$ cat config.mk
export PLATFORM = sky130hd
export DESIGN_NAME = ddr_rd_arbiter_flat
export DESIGN_NICKNAME = d
export VERILOG_FILES = /design/src/rtl/dma_pkg.sv /design/src/rtl/ddr_rd_arbiter_if.sv /design/src/rtl/rr_pick.sv /design/src/rtl/ddr_rd_arbiter.sv /design/src/flat_wrapper.sv
export SDC_FILE = /design/constraint.sdc
export NUM_CORES = 1
export LEC_CHECK = 0
export CAP_MARGIN = 25
export CORE_AREA = 3 3 381 383
export DETAILED_ROUTE_END_ITERATION = 7
export DIE_AREA = 0 0 384 386
export HOLD_SLACK_MARGIN = 0.02
export PLACE_DENSITY = 0.38
export SETUP_SLACK_MARGIN = 0.2
export SKIP_LAST_GASP = 1
export SLEW_MARGIN = 20
export SYNTH_ARGS = -nofsm -noshare
export SYNTH_HDL_FRONTEND = slang
export SYNTH_SLANG_ARGS = --single-unit
export TNS_END_PERCENT = 10
$ cat constraint.sdc
create_clock -name clk -period 12.4 [get_ports clk]
set_input_delay 2.48 -clock clk [delete_from_list [all_inputs] [get_ports clk]]
set_output_delay 2.48 -clock clk [all_outputs]
set_load 0.02 [all_outputs]
$ cat src/rtl/dma_pkg.sv
// -----------------------------------------------------------------------------
// dma_pkg
// Definitions shared by the DDR3 DMA read-side blocks: the read-arbiter state
// encoding, default address/length widths (in 512-bit words) and a helper that
// turns a requester index into a one-hot vector.
// -----------------------------------------------------------------------------
package dma_pkg;

    localparam int DDR_ADDR_W = 27;
    localparam int DDR_LEN_W  = 27;
    localparam int ID_W       = 4;

    // state       | meaning
    // ST_IDLE     | waiting for any requester, samples req/address/length
    // ST_ISSUE    | winner latched; zero-length completes here, else raise dma_req
    // ST_WAIT_ACK | dma_req held with stable address/length until dma_ack
    // ST_WAIT_EOP | transfer owned by cur_id, waiting for dout_eop
    typedef enum logic [1:0] {
        ST_IDLE     = 2'd0,
        ST_ISSUE    = 2'd1,
        ST_WAIT_ACK = 2'd2,
        ST_WAIT_EOP = 2'd3
    } rd_arb_state_t;

    function automatic logic [15:0] id_onehot(input logic [ID_W-1:0] id);
        return 16'(1) << id;
    endfunction

endpackage

$ cat src/rtl/ddr_rd_arbiter_if.sv
// -----------------------------------------------------------------------------
// ddr_rd_arbiter_if
// Bundles the requester side (req/start_addr/length/ack/done), the DMA engine
// read-request side (dma_*) and the status outputs of the read arbiter.
//   slave  : arbiter view (requests and engine responses in, everything else out)
//   master : environment view (requesters + engine model)
// -----------------------------------------------------------------------------
interface ddr_rd_arbiter_if
    import dma_pkg::*;
#(
    parameter int N_REQ  = 16,
    parameter int ADDR_W = DDR_ADDR_W,
    parameter int LEN_W  = DDR_LEN_W
);

    logic [N_REQ-1:0]        req;
    logic [N_REQ*ADDR_W-1:0] start_addr;
    logic [N_REQ*LEN_W-1:0]  length;
    logic [N_REQ-1:0]        ack;
    logic [N_REQ-1:0]        done;

    logic                    dma_req;
    logic [ADDR_W-1:0]       dma_start_addr;
    logic [LEN_W-1:0]        dma_length;
    logic                    dma_ack;
    logic                    dma_eop;

    logic [ID_W-1:0]         cur_id;
    logic                    busy;
    logic                    err_timeout;

    modport slave (
        input  req, start_addr, length, dma_ack, dma_eop,
        output ack, done, dma_req, dma_start_addr, dma_length,
               cur_id, busy, err_timeout
    );

    modport master (
        output req, start_addr, length, dma_ack, dma_eop,
        input  ack, done, dma_req, dma_start_addr, dma_length,
               cur_id, busy, err_timeout
    );

endinterface

$ cat src/rtl/rr_pick.sv
// -----------------------------------------------------------------------------
// rr_pick
// Combinational round-robin select: returns the first set request at or after
// i_rr_ptr, wrapping modulo N_REQ.
// Ports:
//   i_req        per-requester request vector
//   i_rr_ptr     index with highest priority this round (< N_REQ)
//   o_grant_id   winning requester index
//   o_grant_vld  at least one request set
// -----------------------------------------------------------------------------
module rr_pick
    import dma_pkg::*;
#(
    parameter int N_REQ = 16
)
(
    input  logic [N_REQ-1:0] i_req,
    input  logic [ID_W-1:0]  i_rr_ptr,
    output logic [ID_W-1:0]  o_grant_id,
    output logic             o_grant_vld
);

    localparam logic [ID_W:0] N_VAL = (ID_W+1)'(N_REQ);

    logic [N_REQ-1:0] w_rot;
    logic [ID_W-1:0]  w_off;
    logic [ID_W:0]    w_sum;

    // Doubling the vector makes the wrap-around a plain right shift: bit 0 of
    // w_rot is requester i_rr_ptr, bit k is requester (i_rr_ptr+k) mod N_REQ.
    assign w_rot = N_REQ'({i_req, i_req} >> i_rr_ptr);

    always_comb begin
        w_off = '0;
        // Descending scan so the lowest set offset is the one left standing.
        for (int i = N_REQ - 1; i >= 0; i--) begin
            if (w_rot[i]) begin
                w_off = ID_W'(i);
            end
        end
        w_sum = {1'b0, i_rr_ptr} + {1'b0, w_off};
        if (w_sum >= N_VAL) begin
            w_sum = w_sum - N_VAL;
        end
        o_grant_id = ID_W'(w_sum);
    end

    assign o_grant_vld = |i_req;

endmodule

$ cat src/rtl/ddr_rd_arbiter.sv
// -----------------------------------------------------------------------------
// ddr_rd_arbiter
// Round-robin scheduler sharing the DDR3 DMA engine read channel among N_REQ
// level-held requesters, one transfer at a time.
// Ports:
//   clk, rst_n   system clock, asynchronous active-low reset
//   bus (slave)  req/start_addr/length in, ack/done pulses out,
//                dma_req/dma_start_addr/dma_length out, dma_ack/dma_eop in,
//                cur_id/busy/err_timeout status out
// TIMEOUT: cycles spent in WAIT_EOP before err_timeout sets (0 disables).
// -----------------------------------------------------------------------------
module ddr_rd_arbiter
    import dma_pkg::*;
#(
    parameter int N_REQ   = 16,
    parameter int ADDR_W  = DDR_ADDR_W,
    parameter int LEN_W   = DDR_LEN_W,
    parameter int TIMEOUT = 65535
)
(
    input  logic             clk,
    input  logic             rst_n,
    ddr_rd_arbiter_if.slave  bus
);

    localparam int              CNT_W   = (TIMEOUT < 2) ? 1 : $clog2(TIMEOUT + 1);
    localparam logic [CNT_W-1:0] TO_VAL = CNT_W'(TIMEOUT);
    localparam logic [ID_W-1:0]  LAST_ID = ID_W'(N_REQ - 1);

    rd_arb_state_t     r_state;
    logic [ID_W-1:0]   r_rr_ptr;
    logic [ID_W-1:0]   r_cur_id;
    logic [ADDR_W-1:0] r_dma_addr;
    logic [LEN_W-1:0]  r_dma_len;
    logic              r_dma_req;
    logic              r_busy;
    logic              r_eop_seen;
    logic              r_err;
    logic [N_REQ-1:0]  r_ack;
    logic [N_REQ-1:0]  r_done;
    logic [CNT_W-1:0]  r_cnt;

    logic [ID_W-1:0]   w_grant_id;
    logic              w_grant_vld;
    logic [ADDR_W-1:0] w_sel_addr;
    logic [LEN_W-1:0]  w_sel_len;
    logic [CNT_W-1:0]  w_cnt_inc;
    logic [N_REQ-1:0]  w_id_oh;
    logic [ID_W-1:0]   w_next_ptr;

    rr_pick #(.N_REQ(N_REQ)) u_rr_pick (
        .i_req       (bus.req),
        .i_rr_ptr    (r_rr_ptr),
        .o_grant_id  (w_grant_id),
        .o_grant_vld (w_grant_vld)
    );

    always_comb begin
        w_sel_addr = '0;
        w_sel_len  = '0;
        for (int i = 0; i < N_REQ; i++) begin
            if (w_grant_id == ID_W'(i)) begin
                w_sel_addr = bus.start_addr[i*ADDR_W +: ADDR_W];
                w_sel_len  = bus.length[i*LEN_W +: LEN_W];
            end
        end
    end

    assign w_cnt_inc  = (r_cnt == '1) ? r_cnt : r_cnt + CNT_W'(1);
    assign w_id_oh    = N_REQ'(id_onehot(r_cur_id));
    assign w_next_ptr = (r_cur_id == LAST_ID) ? '0 : r_cur_id + ID_W'(1);

    always_ff @(posedge clk or negedge rst_n) begin
        if (!rst_n) begin
            r_state    <= ST_IDLE;
            r_rr_ptr   <= '0;
            r_cur_id   <= '0;
            r_dma_addr <= '0;
            r_dma_len  <= '0;
            r_dma_req  <= 1'b0;
            r_busy     <= 1'b0;
            r_eop_seen <= 1'b0;
            r_err      <= 1'b0;
            r_ack      <= '0;
            r_done     <= '0;
            r_cnt      <= '0;
        end else begin
            r_ack  <= '0;
            r_done <= '0;
            case (r_state)
                ST_IDLE: begin
                    if (w_grant_vld) begin
                        r_cur_id   <= w_grant_id;
                        r_dma_addr <= w_sel_addr;
                        r_dma_len  <= w_sel_len;
                        r_busy     <= 1'b1;
                        r_state    <= ST_ISSUE;
                    end
                end
                ST_ISSUE: begin
                    // Zero-length transfers never reach the engine.
                    if (r_dma_len == '0) begin
                        r_ack    <= w_id_oh;
                        r_done   <= w_id_oh;
                        r_rr_ptr <= w_next_ptr;
                        r_busy   <= 1'b0;
                        r_state  <= ST_IDLE;
                    end else begin
                        r_dma_req <= 1'b1;
                        r_state   <= ST_WAIT_ACK;
                    end
                end
                ST_WAIT_ACK: begin
                    if (bus.dma_ack) begin
                        r_dma_req  <= 1'b0;
                        r_ack      <= w_id_oh;
                        // A one-beat read can end in the ack cycle itself.
                        r_eop_seen <= bus.dma_eop;
                        r_cnt      <= '0;
                        r_state    <= ST_WAIT_EOP;
                    end
                end
                ST_WAIT_EOP: begin
                    if (bus.dma_eop || r_eop_seen) begin
                        r_done     <= w_id_oh;
                        r_rr_ptr   <= w_next_ptr;
                        r_eop_seen <= 1'b0;
                        r_cnt      <= '0;
                        r_busy     <= 1'b0;
                        r_state    <= ST_IDLE;
                    end else begin
                        r_cnt <= w_cnt_inc;
                        // Flag only; the transfer is still allowed to finish.
                        if (TIMEOUT != 0 && w_cnt_inc == TO_VAL) begin
                            r_err <= 1'b1;
                        end
                    end
                end
                default: r_state <= ST_IDLE;
            endcase
        end
    end

    assign bus.ack            = r_ack;
    assign bus.done           = r_done;
    assign bus.dma_req        = r_dma_req;
    assign bus.dma_start_addr = r_dma_addr;
    assign bus.dma_length     = r_dma_len;
    assign bus.cur_id         = r_cur_id;
    assign bus.busy           = r_busy;
    assign bus.err_timeout    = r_err;

endmodule

$ cat src/flat_wrapper.sv
// flat-port wrapper written by rule: the top's interface ports become plain ports
module ddr_rd_arbiter_flat import dma_pkg::*;
#(
    parameter int N_REQ   = 16,
    parameter int ADDR_W  = DDR_ADDR_W,
    parameter int LEN_W   = DDR_LEN_W,
    parameter int TIMEOUT = 65535
)
  (clk, rst_n, bus_req, bus_start_addr, bus_length, bus_dma_ack, bus_dma_eop, bus_ack, bus_done, bus_dma_req, bus_dma_start_addr, bus_dma_length, bus_cur_id, bus_busy, bus_err_timeout);
  ddr_rd_arbiter_if #(.N_REQ(N_REQ), .ADDR_W(ADDR_W), .LEN_W(LEN_W)) bus_i ();
  input  logic clk;
  input  logic rst_n;
  input wire logic [$bits(bus_i.req)-1:0] bus_req;
  input wire logic [$bits(bus_i.start_addr)-1:0] bus_start_addr;
  input wire logic [$bits(bus_i.length)-1:0] bus_length;
  input wire logic [$bits(bus_i.dma_ack)-1:0] bus_dma_ack;
  input wire logic [$bits(bus_i.dma_eop)-1:0] bus_dma_eop;
  output wire logic [$bits(bus_i.ack)-1:0] bus_ack;
  output wire logic [$bits(bus_i.done)-1:0] bus_done;
  output wire logic [$bits(bus_i.dma_req)-1:0] bus_dma_req;
  output wire logic [$bits(bus_i.dma_start_addr)-1:0] bus_dma_start_addr;
  output wire logic [$bits(bus_i.dma_length)-1:0] bus_dma_length;
  output wire logic [$bits(bus_i.cur_id)-1:0] bus_cur_id;
  output wire logic [$bits(bus_i.busy)-1:0] bus_busy;
  output wire logic [$bits(bus_i.err_timeout)-1:0] bus_err_timeout;
  assign bus_i.req = bus_req;
  assign bus_i.start_addr = bus_start_addr;
  assign bus_i.length = bus_length;
  assign bus_i.dma_ack = bus_dma_ack;
  assign bus_i.dma_eop = bus_dma_eop;
  assign bus_ack = bus_i.ack;
  assign bus_done = bus_i.done;
  assign bus_dma_req = bus_i.dma_req;
  assign bus_dma_start_addr = bus_i.dma_start_addr;
  assign bus_dma_length = bus_i.dma_length;
  assign bus_cur_id = bus_i.cur_id;
  assign bus_busy = bus_i.busy;
  assign bus_err_timeout = bus_i.err_timeout;
  ddr_rd_arbiter #(.N_REQ(N_REQ), .ADDR_W(ADDR_W), .LEN_W(LEN_W), .TIMEOUT(TIMEOUT)) u_core (.clk(clk), .rst_n(rst_n), .bus(bus_i));
endmodule
* Word-level counts from Yosys, hierarchy flattened *
Cells that the tools add are included.

word-level totals
  flip-flop bits (word level) = 116
  input port bits = 884
  output and inout bits = 93
  logic and storage cells = 139

operators by class
  $add $sub $neg = 4
  order comparisons = 1
  eq/ne operators = 26
  shifts and indexed selects = 2
  multiplexer cells = 76
  bitwise operators = 1
  reductions and logical operators = 17

operators by type and width
  operator                                                            count
  27-bit 2-to-1 mux                                                   32
  16-bit 2-to-1 mux                                                   6
  16-bit case mux with 2 select lines                                 3
  4-bit 2-to-1 mux                                                    20
  4-bit == test, second input constant                                9
  16-bit == test, second input constant                               2
  32-bit by 4-bit right shift with 16-bit output                      1
  27-bit logical NOT                                                  1
  16-bit by 1-bit adder with 16-bit output, second input constant     1
  4-bit by 3-bit == test with 1-bit output, second input constant     4
  16-bit OR reduction                                                 1
  1-bit by 4-bit << shifter with 16-bit output, first input constant  1
  3-bit AND reduction                                                 5
  4-bit by 2-bit == test with 1-bit output, second input constant     2
  2-bit 2-to-1 mux                                                    4
  2-bit case mux with 4 select lines                                  1
  4-bit case mux with 2 select lines                                  1
  1-bit 2-to-1 mux                                                    6
  2-bit != test, second input constant                                3
  2-bit nonzero test                                                  3
  4-bit by 4-bit adder with 5-bit output                              1
  5-bit >= comparator, second input constant                          1
  4-bit by 1-bit adder with 4-bit output, second input constant       1
  2-bit == test, second input constant                                2
  13 further kinds                                                    16

* Longest topological paths before layout *
Gate-level depths: netlist (run 1).

  word-level depth = 37
  gate-level depth with buffers = 24
  gate-level depth less buffers = 19

* Modules after synthesis *
A second synthesis (run 1) with hierarchy kept.

unflattened totals
  cells, all modules = 1745
  area, all modules = 13834.5 µm²

by module, submodules not included
  module          times used  cells an instance  area an instance (µm²)
  ddr_rd_arbiter  1           1646               12653.4
  rr_pick         1           99                 1181.1

* Worst setup path after synthesis (run 1) *
OpenSTA, ideal clock, no wires.

  path kind = input to register
  start = input port bus_req[2]
  end = register u_core.r_dma_len[25] (netlist: u_core.bus.dma_length[25])
  library setup time = 0.092 ns
  data arrival time = 7.025 ns
  data required time = 12.308 ns
  setup slack = 5.283 ns
  cell stages on the path = 19
  buffers on the path = 3
  path through = mux4_2 -> a222oi_1 -> nand4_1 -> a221oi_1 -> o221ai_1 -> a32oi_1 -> nor2_1 -> o32a_1 -> fa_1 -> inv_1 -> clkbuf_1 -> nand2_1 -> nor2_1 -> clkbuf_1 -> clkbuf_1 -> a22oi_1 -> nand2_1 -> a22oi_1 -> o31ai_2

between the ends
  word-level cells in the longest chain between the ends = 37
  elaborated cells between the ends (all ways) = 55

RTL lines
  element                                                                             RTL line                      source
  from (decl)                                                                         flat_wrapper.sv:13            input wire logic [$bits(bus_i.req)-1:0] bus_req;
  32-bit by 4-bit right shift with 16-bit output                                      rr_pick.sv:31                 assign w_rot = N_REQ'({i_req, i_req} >> i_rr_ptr);
  4-bit 2-to-1 mux (16 in a row)                                                      rr_pick.sv:37                 if (w_rot[i]) begin
  4-bit by 4-bit adder with 5-bit output                                              rr_pick.sv:41                 w_sum = {1'b0, i_rr_ptr} + {1'b0, w_off};
  4-bit by 1-bit subtractor with 4-bit output or 5-bit >= comparator (tied branches)  rr_pick.sv:43, rr_pick.sv:42
  4-bit 2-to-1 mux                                                                    rr_pick.sv:42                 if (w_sum >= N_VAL) begin
  4-bit logical NOT                                                                   ddr_rd_arbiter.sv:62          if (w_grant_id == ID_W'(i)) begin
  27-bit 2-to-1 mux (16 in a row)                                                     ddr_rd_arbiter.sv:62
  to (signal assigned)                                                                ddr_rd_arbiter.sv:95          r_dma_len <= w_sel_len;
  to (decl)                                                                           ddr_rd_arbiter.sv:34          logic [LEN_W-1:0] r_dma_len;

Parallel ways exist; a longest one is shown, timed or not.
A chain may end at the register's enable or synchronous reset.

* Worst setup path after layout (run 1) *
  start = input port bus_req[10]
  end = register u_core.r_dma_len[3] (netlist: u_core.bus.dma_length[3])

The elaborated chain is that of the path after synthesis.

==> impl_metrics.toml, run 1 <==
[power_and_ir_drop]
netSwitchingFraction_pct = 63.5
seqPwrFrac_pct = 6.5
p_per_area_nw_per_um2 = 437
power_frac_clock_pct = 4.4
combPwrFrac_pct = 89.1
p_int_mw = 4.18
power.switching_mw = 7.26
peakVddDrop_v = 0.000282
p_leak_nw = 9.04

[placed_design]
portBuffers = 976
dp_hpwl_mm = 139
routabilityCongestion = 0.867

[worst_setup_path]
crit_fanout = 24
cp-start-kind = "input port"
worstSetupPathType = "input port to flip-flop"
r2r_cells = 18
endpoint_kind = "flip-flop"
arrival_ns = 10.02
cp.required_ns = 12.72

[run_status]
status = "finished clean"

[die]
die_area_um2 = 148000
die_w_um = 384
die-height_um = 386
rows = 138
ios = 977
start_util_pct = 9.45
core_area_um2 = 142000

[sta]
clock_skew_ns = 0.0271
fmax_ghz = 0.103
finalCriticalPeriod_ns = 9.70
finalHoldViolations = 0
tightestPinTransition_ns = 1.15
finalSetupTns_ns = 0
setup_viol = 0
slew_headroom_pct = 23.4
fin_crit_sh_pct = 78.3
report.final.slew_viol_count = 0
rsz0062_at_grt = "no"

[synth]
synth_seq_cells = 116
syn_area_um2 = 13400
avgSynthCellArea_um2 = 8.21
synth-edff-count = 0
ys_async_sr_fraction_pct = 100
synthCells = 1632
synthDistinctLibCells = 78
ys_seq_area_share_pct = 21.7
synth.net_count = 2531
synth-main-ff-cell = "dfrtp_1"
ys_warn_count = 0

[cts]
tritoncts = "built"
clk_latency_ns = 0.49
cts_resized = 0
cts_max_level = 4
hold_buffers = 0
clk_transition_reported_paths_ns = 0.07
cts_buffer_depth = 2
cts_setup_buffers = 0
ctsRootBufferMaster = "clkbuf_16"
cts_made_buffers = 17
clkSinkCount = 116

[routing]
num_vias = 19294
first_pass_iters = 7
totalWireLength_mm = 165
drc = 0
first_iter_violations = 1990
postRouteAntennaNets = 0
vias_per_cell = 4.33
wl_per_cell_um = 36.9

[global_route]
grt_use_total_pct = 21.2
grt_pass1_wl_mm = 206
grt_start_max_net_pins = 90
antenna_found_initial = 100
grt_pass1_vias = 19337
grt_overflow = 0

[layout]
fill_cells = 15944
drive_gt1_share_pct = 10.7
syn2layout_area_growth_pct = 95.5
num-nets-final = 3434
post-route-util_pct = 18.5

[job]
maxCapViolations = 0

[hold_path]
whs_path_depth = 2
min_path_type = "flip-flop to flip-flop"
## Yosys cell counts, types with 7 or more instances
library cell,count,area (um2)
o21ai_0,159,796
nand2_1,151,567
nor2_1,130,488
clkbuf_1,127,477
dfrtp_1,116,2900
mux2i_1,81,811
a21oi_1,77,385
a22oi_1,69,518
mux2_2,59,664
mux4_2,55,1240
o211ai_1,55,413
nor3_1,53,265
o22ai_1,46,288
nand3_1,40,200
a222oi_1,32,320
o221ai_1,27,236
a221oi_1,24,210
a22o_1,22,193
o22a_1,20,175
a21boi_0,18,135
buf_1,17,63.8
inv_1,17,63.8
a211oi_1,15,113
nor4_1,15,93.8
a31oi_1,14,87.6
ha_1,14,175
nand4_1,13,81.3
o31ai_1,12,90.1
buf_2,11,55.1
o211ai_2,11,138
and3_1,9,56.3
nor2b_1,9,56.3
a221o_1,8,80.1
o21ai_1,8,40.0
a2111oi_0,7,61.3
nand2b_1,7,43.8
## final timing paths
kind / from / end / slack [ns]
worst max register to register: u_core.r_rr_ptr[0] / u_core.bus.dma_length[3] / 4.21
worst min-delay path: u_core.bus.dma_start_addr[8] / u_core.bus.dma_start_addr[8] / 0.49
max in group asynchronous: rst_n / u_core.bus.dma_length[5] / 8.91
min in group asynchronous: rst_n / u_core.r_cnt[2] / 2.01
worst min register to register: u_core.bus.dma_start_addr[8] / u_core.bus.dma_start_addr[8] / 0.49
worst max-delay path: bus_req[10] / u_core.bus.dma_length[3] / 2.70
## cells in the final DEF (no fill, tap or decap), drive strengths merged, types with 63 or more instances in the layout
master and instances:
a21oi 77, a22oi 69, mux2 63, mux2i 81
nor2 131, buf 69, o211ai 66, clkdlybuf4s50 975
o21ai 169, nand2 152, dfrtp 116
## power groups by stage
stage               Sequential (mW)  Combinational (mW)  Clock, mW
finish                        0.741                10.2      0.506
global route                  0.762                10.8      0.536
CTS                           0.749                10.3      0.528
detailed placement            0.756                10.3          0
global placement              0.757                10.3          0
floorplan                     0.710                5.18          0
## worst max-delay path: stages
cell and delay (ns):
clkdlybuf4s50_1 0.63, mux4_2 0.58, a222oi_1 0.61, nand3_1 0.25, a221oi_1 0.44, o221ai_1 0.19, a32oi_1 0.31, nor2_1 0.10
o32a_1 0.31, fa_4 0.88, nor2b_4 0.82, nand2_2 0.46, buf_4 0.39, o22a_1 0.24, o21ai_0 0.09, nor2_1 0.11
a21boi_0 0.13, o211ai_1 0.75, o211ai_2 0.17
## flip-flops by register name, indices dropped and copies added, names as in the netlist, named ones only
register                   flops
u_core.bus.dma_length         27
u_core.bus.dma_start_addr     27
u_core.bus.ack                16
u_core.bus.done               16
u_core.r_cnt                  16
u_core.bus.cur_id              4
u_core.r_rr_ptr                4
u_core.bus.busy                1
u_core.bus.dma_req             1
u_core.bus.err_timeout         1
u_core.r_eop_seen              1
u_core.r_state                 1
## area by class of cell
type,instances,area (um2),area share (%)
inverter,18,68.8,0.263
multi-input combinational,1336,9950,38.0
tap,1890,2360,9.03
antenna,21,52.6,0.201
sequential,116,2900,11.1
clock inverter,13,100,0.382
clock buffer,18,439,1.68
timing repair buffer,1046,10300,39.4
## metal layers
metal / track usage, % / vias up / part of all wire [%] / wire, um
met3: 6.92 / 162 / 9.1 / 15000
li1: - / 8315 / - / -
met2: 32.8 / 1090 / 44 / 72800
met5: 0 / - / 0.14 / 238
met1: 29.3 / 9689 / 45 / 74700
met4: 2.52 / 38 / 1.1 / 1850
## logic make-up (layout without fill, tap and decap cells)
family          after synthesis  in the layout  synth area share [%]
compound gates              662            662                  34.7
xor+xnor                      4              4                 0.262
fa+ha+maj                    15             15                  1.46
buf+inv                     180           1095                  5.48
flops                       116            116                  21.7
mux                         200            200                  20.8
other cells                   0             21                     0
simple gates                455            455                  15.6
## metrics by stage
stage	hold slack, ns	power, mW	setup slack [ns]	cells	instance area, um2
CTS	0.486	11.6	2.79	4435	26100
floorplan	0.472	5.89	5.28	1632	13400
global route	0.499	12.1	2.51	4443	26100
detailed placement	0.470	11.0	2.27	4404	25600
global placement	0.474	11.0	2.07	4401	25600
finish	0.490	11.4	2.70	4458	26200
No activity file was read; power rests on OpenSTA's default activity.
==> inputs of run 2 (changes only) <==
--- a/config.mk
+++ b/config.mk
@@ -6,11 +6,11 @@
 export NUM_CORES = 1
 export LEC_CHECK = 0
 export CAP_MARGIN = 25
-export CORE_AREA = 3 3 381 383
+export CORE_AREA = 3 3 374 376
 export DETAILED_ROUTE_END_ITERATION = 7
-export DIE_AREA = 0 0 384 386
+export DIE_AREA = 0 0 377 379
 export HOLD_SLACK_MARGIN = 0.02
-export PLACE_DENSITY = 0.38
+export PLACE_DENSITY = 0.39
 export SETUP_SLACK_MARGIN = 0.2
 export SKIP_LAST_GASP = 1
 export SLEW_MARGIN = 20
==> constraint.sdc (replaced) <==
create_clock -name clk -period 9.9 [get_ports clk]
set_input_delay 1.98 -clock clk [delete_from_list [all_inputs] [get_ports clk]]
set_output_delay 1.98 -clock clk [all_outputs]
set_load 0.02 [all_outputs]
==> run 2 against run 1 <==
  * Non-clock buffer count increased by 13
  * Register-to-register slack got worse by 1.7 ns
  * Die area down 3.6%
  * Sequential cell count is the same
  * Worst setup slack worse by 1.5 ns
  * Sequential share of layout area shrank 0.052 points
  * Highest routed layer unchanged
  * Critical path type unchanged
  * Count of clock-buffer cells in the layout shrank 1
  * Wire length shrank 1.2%
  * Critical path depth stayed put
  * First-iteration DRC count down 4.6%
==> impl_metrics.toml, run 2 (synthesis results as in run 1) <==
[global_route]
grt_use_total_pct = 21.7
grt_start_max_net_pins = 73
grt_pass1_vias = 19228
grt_pass1_wl_mm = 203
antenna_found_initial = 108
grt_overflow = 0

[layout]
layout_common_cells = "clkdlybuf4s50_1, o21ai_0, nand2_1"
syn2layout_area_growth_pct = 96.4
drive_gt1_share_pct = 11.1
final_common_cell = "clkdlybuf4s50_1"
fin_area_um2 = 26300
fill_cells = 15405
num-nets-final = 3447

[cts]
cts_resized = 0
clk_transition_reported_paths_ns = 0.07
cts_made_buffers = 17
cts_buffer_depth = 2
hold_buffers = 0
cts_max_level = 4
clk_latency_ns = 0.49
ctsRootBufferMaster = "clkbuf_16"
cts_setup_buffers = 0
clkSinkCount = 116
tritoncts = "built"

[routing]
first_pass_iters = 8
vias_per_cell = 4.42
drc = 0
postRouteAntennaNets = 0
totalWireLength_mm = 163
num_vias = 19397
wl_per_cell_um = 37.1
first_iter_violations = 1898

[placed_design]
place_ws_ns = 0.883
placed_cell_area_um2 = 25600
portBuffers = 976
routabilityCongestion = 0.872
dp_hpwl_mm = 136

[job]
maxCapViolations = 0

[die]
die_w_um = 377
die-height_um = 379
core_area_um2 = 137000
start_util_pct = 9.77
ios = 977
rows = 136
die_area_um2 = 143000

[worst_setup_path]
cp-start-kind = "input port"
cp.required_ns = 10.22
cpMaxStageDelayCell = "fa_4"
worstSetupPathType = "input port to flip-flop"
path_cells = "clkdlybuf4s50_1 > mux4_2 > a222oi_1 > nand4_1 > a221oi_1 > o221ai_1 > a32oi_1 > nor2_1 > o32a_1 > fa_4 > clkinv_2 > nand2_1 > nor2_4 > buf_12 > a221oi_1 > buf_2 > o221ai_1 > a21oi_1 > a211oi_1"
r2r_cells = 19
crit_cells = 19
crit_buf_inv = 4
arrival_ns = 8.98
crit_fanout = 54
endpoint_kind = "flip-flop"
slowest_delay_ns = 0.97
critPathTopFamily = "compound AO/OA/AOI/OAI gates"

[sta]
report.final.slew_viol_count = 0
fin_ws_ns = 1.24
finalSetupTns_ns = 0
tightestPinTransition_ns = 1.13
setup_viol = 0
rsz0062_at_grt = "no"
finalHoldViolations = 0
slew_headroom_pct = 24.3
clock_skew_ns = 0.0217
fin_hold_ws_ns = 0.492
fmax_ghz = 0.115
fin_crit_sh_pct = 87.5
finalCriticalPeriod_ns = 8.66

[run_status]
status = "finished clean"

[hold_path]
min_path_type = "flip-flop to flip-flop"
whs_path_depth = 2
==> run 2: final timing paths <==
| path | from | end | slack (ns) |
|---|---|---|---|
| min reg2reg | u_core.bus.dma_start_addr[8] | u_core.bus.dma_start_addr[8] | 0.49 |
| max reg2reg | u_core.r_rr_ptr[0] | u_core.bus.dma_start_addr[7] | 2.56 |
| max | bus_req[2] | u_core.bus.dma_start_addr[7] | 1.24 |
| max in group asynchronous | rst_n | u_core.r_rr_ptr[0] | 6.88 |
| min in group asynchronous | rst_n | u_core.r_cnt[2] | 1.51 |
| min | u_core.bus.dma_start_addr[8] | u_core.bus.dma_start_addr[8] | 0.49 |
==> run 2: layout make-up <==
class | count | area, um2 | share of cell area [%]
Antenna cell | 31 | 77.6 | 0.295
Clock buffer | 17 | 425 | 1.62
Timing Repair Buffer | 1059 | 10500 | 39.8
Tap cell | 1794 | 2240 | 8.53
Sequential cell | 116 | 2900 | 11.0
Clock inverter | 15 | 179 | 0.680
Inverter | 18 | 68.8 | 0.262
Multi-Input combinational cell | 1336 | 9940 | 37.8
==> run 2: worst min-delay path: stages (launching register included) <==
cell,delay [ns]
dfrtp_1,0.35
nand2_1,0.05
o21ai_0,0.06
==> run 2: routing by layer <==
metal | track usage, % | up-vias | part of all wire (%)
met5 | 0 | - | 0.22
met4 | 3.40 | 52 | 1.1
met3 | 7.43 | 183 | 9.3
met2 | 33.6 | 1047 | 44
met1 | 29.6 | 9752 | 45
li1 | - | 8363 | -
==> run 2: stage by stage <==
stage	instances	utilization, %
after global placement	4319	18.6
after detailed placement	4323	18.7
after floorplan	1632	-
after global routing	4367	19.1
final	4386	19.2
after CTS	4355	19.1
Power of run 2 is not shown: default switching activity piles up to over one toggle a cycle in this logic, so the estimate is an artifact.
